[config.mk]
export PLATFORM = sky130hd
export DESIGN_NAME = spi_regfile
export DESIGN_NICKNAME = d
export VERILOG_FILES = /design/src/rtl/spi_regfile.sv
export SDC_FILE = /design/constraint.sdc
export NUM_CORES = 1
export LEC_CHECK = 0
export CAP_MARGIN = 20
export CORE_MARGIN = 2
export CORE_UTILIZATION = 42
export CTS_BUF_LIST = sky130_fd_sc_hd__clkbuf_8
export DETAILED_ROUTE_END_ITERATION = 8
export PLACE_DENSITY = 0.6
export RECOVER_POWER = 100
export REMOVE_ABC_BUFFERS = 1
export SLEW_MARGIN = 5
export SYNTH_ARGS = -nofsm -noshare
export SYNTH_HDL_FRONTEND = slang
export SYNTH_SLANG_ARGS = --single-unit
[constraint.sdc]
create_clock -name clk -period 4.7 [get_ports clk]
set_clock_uncertainty 0.05 [all_clocks]
set_input_delay 0.94 -clock clk [delete_from_list [all_inputs] [get_ports clk]]
set_output_delay 0.94 -clock clk [all_outputs]
set_load 0.03 [all_outputs]
[src/rtl/spi_regfile.sv]
// SPI mode-0 slave with a bank of configuration registers, write commit and readback.
// All logic runs on clk; SPI pins are oversampled through two-flop synchronisers.
`timescale 1ns/1ps
module spi_regfile #(
  parameter int              NUM_REGS  = 5,
  parameter int              ADDR_W    = 7,
  parameter int              DATA_W    = 8,
  parameter logic [DATA_W-1:0] RESET_VAL = '0
) (
  input  logic                         clk,
  input  logic                         rst,
  input  logic                         sclk,
  input  logic                         sdi,
  input  logic                         cs_n,
  output logic                         sdo,
  output logic [NUM_REGS*DATA_W-1:0]   regs,
  output logic                         wr_strobe,
  output logic [ADDR_W-1:0]            wr_addr,
  output logic                         frame_err
);

  // state  | meaning
  // IDLE   | waiting for an armed chip-select assertion
  // CMD    | shifting in R/W bit and address
  // DATA   | shifting data field in, readback data out
  // COMMIT | one cycle: apply write or flag a bad frame

  localparam int FRAME = 1 + ADDR_W + DATA_W;
  localparam int CNT_W = $clog2(FRAME + 2);
  localparam int RX_W  = (DATA_W > ADDR_W + 1) ? DATA_W : ADDR_W + 1;
  localparam logic [CNT_W-1:0] CNT_FRAME = CNT_W'(FRAME);
  localparam logic [CNT_W-1:0] CNT_SAT   = CNT_W'(FRAME + 1);
  localparam logic [CNT_W-1:0] CNT_CMD   = CNT_W'(ADDR_W);

  typedef enum logic [1:0] {IDLE, CMD, DATA, COMMIT} state_t;

  state_t state, state_next;

  logic [1:0] sclk_sync, sdi_sync, cs_sync;
  logic sclk_d, cs_d, cs_fall_q, armed;
  logic sclk_rise, sclk_fall, cs_rise, cs_fall;

  logic [CNT_W-1:0]  cnt;
  logic [RX_W-1:0]   rx, rx_next;
  logic              cmd_wr, tx_loaded;
  logic [ADDR_W-1:0] cmd_addr;
  logic [DATA_W-1:0] tx, rd_val;
  logic [DATA_W-1:0] mem [NUM_REGS];
  logic              addr_ok;
  logic shift_en, decode_en, tx_en, frame_ok, do_write, do_err;

  assign sclk_rise = sclk_sync[1] & ~sclk_d;
  assign sclk_fall = ~sclk_sync[1] & sclk_d;
  assign cs_rise   = cs_sync[1] & ~cs_d;
  assign cs_fall   = ~cs_sync[1] & cs_d;
  assign rx_next   = {rx[RX_W-2:0], sdi_sync[1]};

  always_ff @(posedge clk) begin
    if (rst) begin
      sclk_sync <= '0;
      sdi_sync  <= '0;
      cs_sync   <= '0;
      sclk_d    <= 1'b0;
      cs_d      <= 1'b0;
      cs_fall_q <= 1'b0;
      armed     <= 1'b0;
    end else begin
      sclk_sync <= {sclk_sync[0], sclk};
      sdi_sync  <= {sdi_sync[0], sdi};
      cs_sync   <= {cs_sync[0], cs_n};
      sclk_d    <= sclk_sync[1];
      cs_d      <= cs_sync[1];
      cs_fall_q <= cs_fall;
      // Traffic is ignored until chip-select has been seen idle high.
      if (cs_sync[1]) armed <= 1'b1;
    end
  end

  always_ff @(posedge clk) begin
    if (rst) state <= IDLE;
    else     state <= state_next;
  end

  always_comb begin
    state_next = state;
    case (state)
      IDLE:    if (armed && cs_rise) state_next = COMMIT;
               else if (armed && cs_fall_q) state_next = CMD;
      CMD:     if (cs_rise) state_next = COMMIT;
               else if (decode_en) state_next = DATA;
      DATA:    if (cs_rise) state_next = COMMIT;
      COMMIT:  state_next = IDLE;
      default: state_next = IDLE;
    endcase
  end

  always_comb begin
    shift_en  = (state == CMD || state == DATA) && sclk_rise && !cs_rise;
    decode_en = (state == CMD) && shift_en && (cnt == CNT_CMD);
    tx_en     = (state == DATA) && sclk_fall && !cs_rise && !cmd_wr;
    frame_ok  = (cnt == CNT_FRAME);
    do_write  = (state == COMMIT) && frame_ok && cmd_wr && addr_ok;
    do_err    = (state == COMMIT) && !(frame_ok && (!cmd_wr || addr_ok));
  end

  always_comb begin
    addr_ok = 1'b0;
    rd_val  = '0;
    for (int i = 0; i < NUM_REGS; i++) begin
      if (cmd_addr == ADDR_W'(i)) begin
        addr_ok = 1'b1;
        rd_val  = mem[i];
      end
    end
  end

  always_ff @(posedge clk) begin
    if (rst) begin
      cnt       <= '0;
      rx        <= '0;
      cmd_wr    <= 1'b0;
      cmd_addr  <= '0;
      tx        <= '0;
      tx_loaded <= 1'b0;
      sdo       <= 1'b0;
      wr_strobe <= 1'b0;
      wr_addr   <= '0;
      frame_err <= 1'b0;
      for (int i = 0; i < NUM_REGS; i++) mem[i] <= RESET_VAL;
    end else begin
      wr_strobe <= do_write;
      frame_err <= do_err;
      if (state == IDLE) begin
        cnt       <= '0;
        tx_loaded <= 1'b0;
      end
      if (shift_en) begin
        rx <= rx_next;
        if (cnt != CNT_SAT) cnt <= cnt + 1'b1;
      end
      if (decode_en) begin
        cmd_wr   <= rx_next[ADDR_W];
        cmd_addr <= rx_next[ADDR_W-1:0];
      end
      if (state != DATA) begin
        sdo <= 1'b0;
      end else if (tx_en) begin
        // First falling edge after the address loads the readback word.
        if (!tx_loaded) begin
          tx        <= rd_val;
          sdo       <= rd_val[DATA_W-1];
          tx_loaded <= 1'b1;
        end else begin
          tx  <= {tx[DATA_W-2:0], 1'b0};
          sdo <= tx[DATA_W-2];
        end
      end
      if (do_write) begin
        wr_addr <= cmd_addr;
        for (int i = 0; i < NUM_REGS; i++)
          if (cmd_addr == ADDR_W'(i)) mem[i] <= rx[DATA_W-1:0];
      end
    end
  end

  for (genvar g = 0; g < NUM_REGS; g++) begin : g_regs
    assign regs[g*DATA_W +: DATA_W] = mem[g];
  end

endmodule

==> flow_summary_export.csv <==
group,metric,value,unit
floorplan,die-area,10020,sq um
finish,design_area,4661,sq um
status,status,"finished, violations left",
placement,dp_hpwl,6100,um
global_routing,antenna_found_initial,0,
power_and_ir_drop,powerDensity,344.9,nW/um^2
finish,layout_commonest_cell,"dfxtp_1",
finish,n_antenna_cell,0,
global_routing,grt_pass1_vias,2567,
drt,via_per_inst,5.305,
clock_tree,clk_pin_slew,80,ps
finish,syn2layout_area_growth,20.20,%
floorplan,core_area,9109,sq um
placement,place_worst_setup_slack,1646,ps
drt,drt_iter0_drc,106,
sta,grt_setup_unrepaired,"false",
setup_path,worstPathArrival,3150,ps
placement,place.gp.congestion,0.8238,
finish,drive_gt1_frac,0.07216,
drt,drt-total-wl,8746,um
sta,tightest_slew,2144,ps
setup_path,critPathLaunchType,"primary input",
sta,fmax,0.3123,GHz
clock_tree,worstSkewPairLatency,360,ps
drt,wl_met1,4089,um
clock_tree,cts_tree,"built",
logic_synthesis,ys_ff_latch,91,
sta,relSlewSlack,-0.4296,
floorplan,rows,35,
logic_synthesis,yosysWarnings,0,
placement,portBuffers,54,
global_routing,track_usage,0.1835,
logic_synthesis,syn_area_per_cell,11.64,sq um
logic_synthesis,synthCells,333,
sta,layout_setup_ws,1497,ps
sta,finalSetupViolations,0,
global_routing,grt-ovfl-total,0,
logic_synthesis,post_synth_num_cell_types,54,
logic_synthesis,ys.flop_type,"dfxtp_1",
logic_synthesis,syn-cell-area,3877,sq um
finish,fin_util,0.5117,
placement,dpl_cell_area,4434,sq um
power_and_ir_drop,cellLeakagePower,1.759,nW
clock_tree,numCtsBuffers,9,
clock_tree,ctsLongestPathBuffers,2,
finish,nets,395,
sta,fin_setup_tns,0,ps
floorplan,ios,55,
status,violations,"max-capacitance violations, max-slew violations",
sta,layout_min_cycle_time,3203,ps
sta,hold_viol,0,
clock_tree,postCtsHoldBufs,0,
setup_path,required,4650,ps
logic_synthesis,async_flop_share,0,
logic_synthesis,seq_area_frac_synth,0.5731,
global_routing,grt_start_max_net_pins,50,
logic_synthesis,synth_edf_count,40,
drt,wl_met3,276,um
setup_path,critPathMaxFanout,49,
drt,firstDrtPassIters,4,
sta,fin_crit_sh,0.6814,
drt,vias,2647,
clock_tree,cts_root_buf,"clkbuf_8",
drt,highest_layer,"met4",
clock_tree,ctsResizeCount,0,
global_routing,grt_pass1_wl,13880,um
drt,wire_per_inst,17.53,um
floorplan,start_util,0.4257,
floorplan,die_h,100.1,um
sta,report.final.slew_viol_count,50,
clock_tree,clkSinkCount,91,
drt,final_antenna_net_count,0,
setup_path,crit_path_end_kind,"flip-flop",
drt,wl_met2,4169,um
power_and_ir_drop,irDropWorstVdd,0.1355,mV
finish,layout_common_cells,"dfxtp_1, dlygate4sd3_1, edfxtp_1, nor2_1",
min_path,hold_class,"flip-flop to flip-flop",
run,drv_cap,1,
floorplan,die_w,100.1,um
drt,drc,0,
clock_tree,post-cts-setup-buffer-count,0,
setup_path,critical_path_class,"primary input to flip-flop",
clock_tree,htreeDepth,3,
[kinds of logic (layout without fill, tap and decap cells)]
kind of cell | after synthesis | count (layout) | share of synthesized area
buffers and inverters | 28 | 83 | 0.04195
XOR/XNOR | 1 | 1 | 0.002259
AO/OA/AOI/OAI | 60 | 60 | 0.1065
multiplexers | 28 | 28 | 0.08357
flip-flops | 91 | 91 | 0.5731
AND/OR/NAND/NOR | 118 | 118 | 0.1701
adder cells (fa/ha/maj) | 7 | 7 | 0.02259
[metrics by stage]
| stage | hold slack [ps] | cells | power (mW) |
|---|---|---|---|
| finish | 394.8 | 499 | 1.608 |
| global route | 412.4 | 499 | 1.672 |
| CTS | 400.4 | 497 | 1.628 |
| detailed placement | 376.4 | 481 | 1.014 |
| global placement | 369.4 | 481 | 1.014 |
| floorplan | 363.8 | 315 | 0.9508 |
[critical path, stage by stage]
cell and delay, ps:
buf_2 80, clkbuf_1 1520, a31o_1 580
[area by class of cell]
cell class	count	area [sq um]
fill	844	4448
clock buffer	9	123.9
multi-input combinational	214	1481
clock inverter	7	110.1
inverter	10	37.54
sequential	91	2222
timing repair buffer	57	546.8
tap	111	138.9
[layer usage]
layer / GRT usage / up-vias
li1: - / 1301
met1: 0.2450 / 1282
met2: 0.2905 / 50
met3: 0.03969 / 14
met4: 0.07692 / 0
met5: 0 / -
[report_power, final]
group          switching [mW]  total (mW)  leakage [nW]  internal [mW]
combinational          0.0831       0.128         0.840         0.0448
sequential             0.0139       0.860         0.792          0.846
clock                   0.270       0.620         0.128          0.350
[sequential cells by signal (all words and copies together) (netlist names)]
signal	count
cs_d	1
rx	8
sdi_sync	2
cs_sync	2
cmd_wr	1
cnt	5
frame_err	1
wr_addr	7
tx	7
sclk_sync	2
cs_fall_q	1
sclk_d	1
wr_strobe	1
tx_loaded	1
mem	40
armed	1
cmd_addr	7
state	2
sdo	1
[synth_stat cells, types with 4 or more instances]
cell type  count  area (sq um)
a21oi_1       19         95.09
and2_1        10         62.56
and3_1         9         56.30
clkbuf_1      10         37.54
clkbuf_8       4         55.05
dfxtp_1       51          1021
edfxtp_1      40          1201
ha_1           7         87.58
inv_1         10         37.54
mux2_2         5         56.30
mux2i_1       20         200.2
nand2_1       20         75.07
nand2b_1       6         37.54
nand3b_1       5         37.54
nor2_1        30         112.6
nor2b_1       11         68.82
nor3_1         7         35.03
o21a_1         5         37.54
o21ai_0        6         30.03
[worst paths after layout]
path / slack, ps / endpoint / startpoint / depth (start not counted)
worst max-delay path: 1500 / mem[0][14] / rst / 3
worst max register to register: 1660 / mem[0][20] / cmd_addr[0] / 5
worst min register to register: 390 / sclk_sync[1] / sclk_sync[0] / 1
worst min-delay path: 390 / sclk_sync[1] / sclk_sync[0] / 1
Note: power is estimated with default switching activity, not from simulation.
